--- config.mk ---
export PLATFORM = sky130hd
export DESIGN_NAME = serial_adder
export DESIGN_NICKNAME = d
export VERILOG_FILES = /design/src/rtl/serial_adder.sv
export SDC_FILE = /design/constraint.sdc
export NUM_CORES = 1
export LEC_CHECK = 0
export CORE_MARGIN = 2
export CORE_UTILIZATION = 56
export DETAILED_ROUTE_END_ITERATION = 8
export PLACE_DENSITY = 0.91
export SYNTH_ARGS = -nofsm -noshare
export SYNTH_HDL_FRONTEND = slang
export SYNTH_SLANG_ARGS = --single-unit
--- constraint.sdc ---
create_clock -name clk -period 4.3 [get_ports clk]
set_clock_uncertainty 0.1 [all_clocks]
set_input_delay 0.86 -clock clk [delete_from_list [all_inputs] [get_ports clk]]
set_output_delay 0.86 -clock clk [all_outputs]
set_load 0.03 [all_outputs]
--- src/rtl/serial_adder.sv ---
// serial_adder: bit-serial N-bit adder, LSB first, one full-adder step per clock
module serial_adder #(
  parameter int N = 16
) (
  input  logic         clk,
  input  logic         rst_n,
  input  logic         start,
  input  logic [N-1:0] inp1,
  input  logic [N-1:0] inp2,
  input  logic         cin,
  output logic         busy,
  output logic         done,
  output logic [N-1:0] sum,
  output logic         co,
  output logic         ov
);
  localparam int KW = $clog2(N);
  typedef enum logic [1:0] {IDLE, RUN, DONE} state_t;
  state_t r_state, w_next;
  logic [N-1:0] r_a, r_b, r_sum;
  logic [N-2:0] r_res;
  logic [KW-1:0] r_k;
  logic r_c, r_co, r_ov;
  logic w_s, w_cout, w_last, w_accept;
  assign w_s      = r_a[0] ^ r_b[0] ^ r_c;
  assign w_cout   = (r_a[0] & r_b[0]) | (r_a[0] & r_c) | (r_b[0] & r_c);
  assign w_last   = r_k == KW'(N - 1);
  assign w_accept = start && r_state != RUN;
  assign busy = r_state == RUN;
  assign done = r_state == DONE;
  assign sum  = r_sum;
  assign co   = r_co;
  assign ov   = r_ov;
  // next state: IDLE and DONE both accept a start; RUN leaves after the N-th bit
  always_comb begin
    w_next = IDLE;
    w_next = r_state == RUN ? (w_last ? DONE : RUN) : (start ? RUN : IDLE);
  end
  // state register
  always_ff @(posedge clk or negedge rst_n)
    if (!rst_n) r_state <= IDLE;
    else r_state <= w_next;
  // operand load, one full-adder step per RUN edge, result capture on the last bit
  always_ff @(posedge clk or negedge rst_n)
    if (!rst_n) begin
      r_a   <= '0;
      r_b   <= '0;
      r_c   <= 1'b0;
      r_k   <= '0;
      r_res <= '0;
      r_sum <= '0;
      r_co  <= 1'b0;
      r_ov  <= 1'b0;
    end else if (w_accept) begin
      r_a   <= inp1;
      r_b   <= inp2;
      r_c   <= cin;
      r_k   <= '0;
      r_res <= '0;
    end else if (r_state == RUN) begin
      r_a   <= r_a >> 1;
      r_b   <= r_b >> 1;
      r_c   <= w_cout;
      r_k   <= r_k + KW'(1);
      r_res <= (r_res >> 1) | ((N-1)'(w_s) << (N - 2));
      if (w_last) begin
        r_sum <= {w_s, r_res};
        r_co  <= w_cout;
        r_ov  <= r_c ^ w_cout;
      end
    end
endmodule

Word level (Yosys, flattened, before mapping)
Cells that the tools add are included.
{"block": "op_classes", "n_mux": 13, "bitwise_logic": 10, "n_eq_ne": 4, "addsub": 1, "n_reduce_logical": 3}
{"operator": "two-way mux 16 bit", "n": 4}
{"operator": "two-way mux 15 bit", "n": 2}
{"operator": "OR 14 x 15 -> 15 bit", "n": 1}
{"operator": "two-way mux 4 bit", "n": 2}
{"operator": "adder 4 x 1 -> 4 bit, second input constant", "n": 1}
{"operator": "== test 4 bit, second input constant", "n": 1}
{"operator": "two-way mux 2 bit", "n": 2}
{"operator": "bitwise AND 1 bit", "n": 3}
{"operator": "two-way mux 1 bit", "n": 3}
{"operator": "AND reduction 3 bit", "n": 1}
{"operator": "XOR 1 bit", "n": 3}
{"operator": "== test 2 x 1 -> 1 bit, second input constant", "n": 1}
{"operator": "== test 2 bit, second input constant", "n": 1}
{"operator": "inequality test 2 x 1 -> 1 bit, second input constant", "n": 1}
{"operator": "OR 1 bit", "n": 2}
{"operator": "nonzero test 2 bit", "n": 1}
{"operator": "logical AND 1 bit", "n": 1}
{"operator": "NOT 1 bit", "n": 1}
{"block": "totals", "output_inout_bits": 20, "regBits": 72}

Depth between registers and ports, before layout
Gate-level depths: netlist of run 1.
{"block": "depth", "ltp_word": 5, "mapped_depth": 5, "depth_no_buf": 3}

Worst setup path after synthesis of run 1
No wires, ideal clock.
{"block": "synth_timing", "path_kind": "reg2out", "startpoint": "register r_state[1]", "endpoint": "output busy", "setup_slack_ps": 2375, "t_arrival_ps": 965, "path_buffers": 2, "path_stages_with_launch": 4, "path_cell_list": "dfrtp_1 -> nor2b_4 -> buf_2 -> buf_2"}
{"block": "synth_between", "elab_chain_cells": 1}
{"element": "from (decl)", "line_no": "19", "rtl": "state_t r_state, w_next;"}
{"element": "from (signal assigned)", "line_no": "42", "rtl": "else r_state <= w_next;"}
{"element": "== test 2 x 1 -> 1 bit", "line_no": "29", "rtl": "assign busy = r_state == RUN;"}
{"element": "to (decl)", "line_no": "11", "rtl": "output logic busy,"}
No other way between the ends.

Worst setup path in the final report of run 1
{"block": "layout_timing", "startpoint": "register r_state[0]", "endpoint": "output busy"}
Same word-level chain as after synthesis.

==> impl_metrics.yaml, run 1 <==
cells_and_area:
  final_cell_area_mm2: 0.00394
  final_nets: 356
  final_common_cell: "dfrtp_1"
  antenna_cells: 0
  area_growth_pct: 23.6
  drive_above_1_share: 0.127
  final_cell_mix: "dfrtp_1 (72), clkdlybuf4s50_1 (53), nand2_1 (48)"
pwr:
  p_leak_uw: 0.00182
  power_per_cell_area_mw_per_mm2: 681
  peakVddDrop_mv: 0.607
synth:
  synth_ff_type: "dfrtp_1"
  async_flop_share: 1.00
  ys_seq_elements: 72
  syn_nets: 308
  synth-edff-count: 0
  seq_area_frac_synth: 0.565
  synthDistinctLibCells: 21
  syn_area_per_cell_um2: 11.8
  ys_warn_count: 0
  syn_inst: 270
  syn_area_mm2: 0.00319
setup_path:
  worstSetupEndpointType: "output pin"
  rr_endpoint: "sum[5]"
  crit_type: "register to output pin"
  endpoint: "busy"
  cp.required_ns: 3.34
  start_kind: "register"
  reg2reg_depth: 4
  path_max_fanout: 2
  critPathArrivalTime_ns: 1.55
  critPathLaunch: "r_state[0]"
  rrSetupSlack_ns: 1.94
  reg2reg_from: "r_state[0]"
clock_network:
  clk_latency_ns: 0.34
  cts_setup_buffers: 0
  cts_buffers: 9
  path_clk_slew_ns: 0.08
  max-clock-path-buffers: 2
  root_buffer: "clkbuf_8"
  hold_buffers: 0
  cts_tree: "done"
  post_cts_resized: 0
  ctsHtreeMaxLevel: 3
  cts.sinks: 72
sta:
  finalSetupTns_ns: 0
  slew_viol_final: 0
  rsz0062_at_grt: "false"
  relSlewSlack: 0.203
  finalHoldViolCount: 0
  fin_crit_sh: 0.583
  setup_viol: 0
  worst_pin_slew_ns: 1.20
  fin_crit_ns: 2.51
  fmax_mhz: 399
routing:
  drtIter0Drc: 144
  route.vias.total: 2059
  viasPerCell: 5.21
  ant_nets: 0
  routed_wl_um: 5600
  drc: 0
  wire_per_inst_um: 14.2
  drtPass1Iterations: 4
run:
  cap_violations: 0
min_path:
  hold_path_class: "register to register"
placement:
  place_area_mm2: 0.00371
  gp_congestion: 0.690
  place_hpwl_um: 3600
  port_buffers: 55
global_routing:
  antenna_found_initial: 0
  grt_pass1_wl_um: 9480
  grt_max_degree: 104
  grt_pass1_vias: 1992
  track_usage: 0.198
  overflow: 0
die:
  floorplan.initialDensity: 0.579
  die_w_um: 79.4
  coreArea_mm2: 0.00551
  dieArea_mm2: 0.00631
  fp.dieH_um: 79.4
  io_pins: 56
  rows: 27
run_status:
  status: "finished, final reports clean"
==> through the flow <==
step                      power, uW  setup slack (ns)   util  hold WS (ns)  instances
after floorplan                1800              2.37      -         0.349        270
after global placement         2030              1.90  0.673         0.357        379
after detailed placement       2100              1.88  0.673         0.369        379
after CTS                      2710              1.78  0.715         0.387        395
after global routing           2870              1.74  0.715         0.411        395
final                          2680              1.79  0.715         0.384        395
==> cells by family (layout without fill, tap and decap cells) <==
logic type               count (synthesis)  in the layout  share of synthesized area
AND/OR/NAND/NOR                         73             73                      0.106
buffers and inverters                   19             72                     0.0377
XOR/XNOR                                 2              2                    0.00550
multiplexers                            54             54                      0.199
flip-flops                              72             72                      0.565
AO/OA/AOI/OAI                           48             48                     0.0762
adder cells (fa/ha/maj)                  2              2                     0.0102
==> power by group <==
part	total, uW	internal, uW	switching (uW)	leakage (uW)
logic	961	442	518	0.000771
registers	1120	944	175	0.000940
clock network	603	344	259	0.000109
total	2680	1730	953	0.00182
==> worst max-delay path, stage by stage, from the launching register on <==
cell	delay, ns
dfrtp_1	0.39
nor2b_4	0.16
clkdlybuf4s50_1	0.67
==> layout make-up <==
class                      count  area (um2)
clock inverter                 6        92.6
multi-input combinational    179        1260
fill                         398        1570
sequential                    72        1800
timing repair buffer          56         551
clock buffer                  10         138
tap                           72        90.1
==> sequential cells by signal (all words and copies together) (netlist names) <==
signal	cells
r_k	4
r_b	16
r_c	1
ov	1
r_state	2
co	1
r_res	15
sum	16
r_a	16
==> routing by layer <==
layer  vias up  part of all wire  global-route usage
met3        11             0.032              0.0385
met1       994              0.47               0.272
met4         0             0.022              0.0931
li1       1007                 -                   -
met5         -                 0                   0
met2        47              0.47               0.304
==> how the worst min path moves through the flow <==
stage | from | end | cells past startpoint
4_1_cts | r_a[6] | r_a[5] | 2
3_3_place_gp | r_a[14] | r_a[13] | 2
5_1_grt | r_k[2] | r_k[2] | 1
3_5_place_dp | r_b[6] | r_b[5] | 2
2_1_floorplan | r_a[1] | r_a[0] | 2
6_report | r_a[6] | r_a[5] | 2
==> Yosys cell counts, drive strengths merged, types with 2 or more instances <==
master	number	area, um2
buf	15	105
mux2	20	293
nor2b	2	20.0
clkbuf	4	15.0
dfrtp	72	1800
mux2i	34	340
nand2b	16	100
o21ai	47	235
nand2	48	180
nor2	4	15.0
Power figures use the tool's default switching activity.
==> run 2, diff against run 1 <==
- CORE_UTILIZATION: 56 -> 52
- PLACE_DENSITY: 0.91 -> 0.86
- clock period: 4.3 -> 2.52 ns (I/O delays scaled with it)
==> impl_metrics.yaml, run 2 (synthesis gave the netlist of run 1 again) <==
setup_path:
  critPathArrivalTime_ns: 1.56
  crit_slowest_cell: "clkdlybuf4s50_1"
  start_kind: "register"
  path_cells: "nor2b_4 -> clkdlybuf4s50_1"
  crit_path_max_incr_delay_ns: 0.68
  worstSetupEndpointType: "output pin"
  crit_type: "register to output pin"
  cp.required_ns: 1.92
  path_max_fanout: 3
sta:
  fin_crit_ns: 2.16
  worst_pin_slew_ns: 0.870
  relSlewSlack: 0.420
  finalSetupTns_ns: 0
  setup_viol: 0
  fin_crit_sh: 0.858
  fmax_mhz: 462
  slew_viol_final: 0
  rsz0062_at_grt: "false"
  finalHoldViolCount: 0
routing:
  drtIter0Drc: 96
  wire_per_inst_um: 13.7
  viasPerCell: 5.08
  ant_nets: 0
  route.vias.total: 2030
  routed_wl_um: 5500
  drc: 0
  drtPass1Iterations: 4
min_path:
  hold_path_class: "input port to async pin"
placement:
  place_hpwl_um: 3570
  port_buffers: 55
  place_area_mm2: 0.00373
  gp_congestion: 0.755
cells_and_area:
  antenna_cells: 0
  final_cell_area_mm2: 0.00392
  area_growth_pct: 23.1
  drive_above_1_share: 0.132
  final_common_cell: "dfrtp_1"
  final_nets: 358
  final_cell_mix: "dfrtp_1 (72), clkdlybuf4s50_1 (53), nand2_1 (48)"
  fillers: 445
die:
  fp.dieH_um: 82.3
  dieArea_mm2: 0.00677
  die_w_um: 82.3
  floorplan.initialDensity: 0.538
  io_pins: 56
  rows: 28
  coreArea_mm2: 0.00592
clock_network:
  hold_buffers: 0
  clk_latency_ns: 0.34
  max-clock-path-buffers: 2
  cts_setup_buffers: 0
  post_cts_resized: 0
  cts.sinks: 72
  path_clk_slew_ns: 0.07
  ctsHtreeMaxLevel: 3
  root_buffer: "clkbuf_8"
  cts_tree: "done"
  cts_buffers: 9
run_status:
  status: "finished, final reports clean"
pwr:
  p_total_uw: 4440
  power_per_cell_area_mw_per_mm2: 1130
  peakVddDrop_mv: 1.12
  p_leak_uw: 0.00183
global_routing:
  track_usage: 0.181
  grt_max_degree: 103
  grt_pass1_vias: 1937
  antenna_found_initial: 0
  grt_pass1_wl_um: 9050
  overflow: 0
run:
  cap_violations: 0
[run 2: changes by cell type in the layout (fill, tap and decap cells not counted), sizes merged]
cell      change
bufinv        -1
clkinvlp      -2
buf           +2
clkinv        +3
[run 2: worst max-delay path, delay by kind of cell, from the launching register on]
| family | cells | cell delay (ns) |
|---|---|---|
| flip-flops | 1 | 0.40 |
| buffers and inverters | 1 | 0.68 |
| AND/OR/NAND/NOR | 1 | 0.14 |
[run 2: stage by stage]
stage | util | instances | hold WS [ns] | setup WS (ns)
3_5_place_dp | 0.629 | 384 | 0.364 | 0.615
3_3_place_gp | 0.629 | 384 | 0.357 | 0.665
5_1_grt | 0.663 | 400 | 0.251 | 0.293
6_report | 0.663 | 400 | 0.176 | 0.357
2_1_floorplan | - | 270 | 0.108 | 0.951
4_1_cts | 0.663 | 400 | 0.210 | 0.338
[run 2: worst paths after layout]
| path | cells past startpoint | startpoint | endpoint | slack, ns |
|---|---|---|---|---|
| setup / recovery | 2 | r_state[1] | busy | 0.36 |
| hold / removal | 1 | rst_n | r_res[1] | 0.18 |
| setup reg to reg | 4 | r_state[1] | r_k[2] | 0.62 |
| hold reg to reg | 2 | r_b[14] | r_b[13] | 0.38 |
| max in group asynchronous | 1 | rst_n | r_state[0] | 1.59 |
| min in group clk | 2 | r_b[14] | r_b[13] | 0.38 |
[run 2: power breakdown]
part / internal, uW / leakage, uW / switching [uW]
Combinational: 753 / 0.000781 / 882
Sequential: 1610 / 0.000940 / 294
Clock: 479 / 0.000106 / 422
[run 2: routing by layer]
metal,vias to the layer above,part of all wire,GRT usage
met4,0,0.0069,0.0700
met3,4,0.046,0.0554
li1,1010,-,-
met5,-,0,0
met2,40,0.46,0.274
met1,976,0.48,0.245
[run 2: cell type report]
cell class	instances	area, um2	share of cell area
Multi-Input combinational cell	179	1260	0.322
Clock inverter	6	58.8	0.0150
Sequential cell	72	1800	0.459
Tap cell	75	93.8	0.0239
Timing Repair Buffer	58	566	0.144
Clock buffer	10	138	0.0351
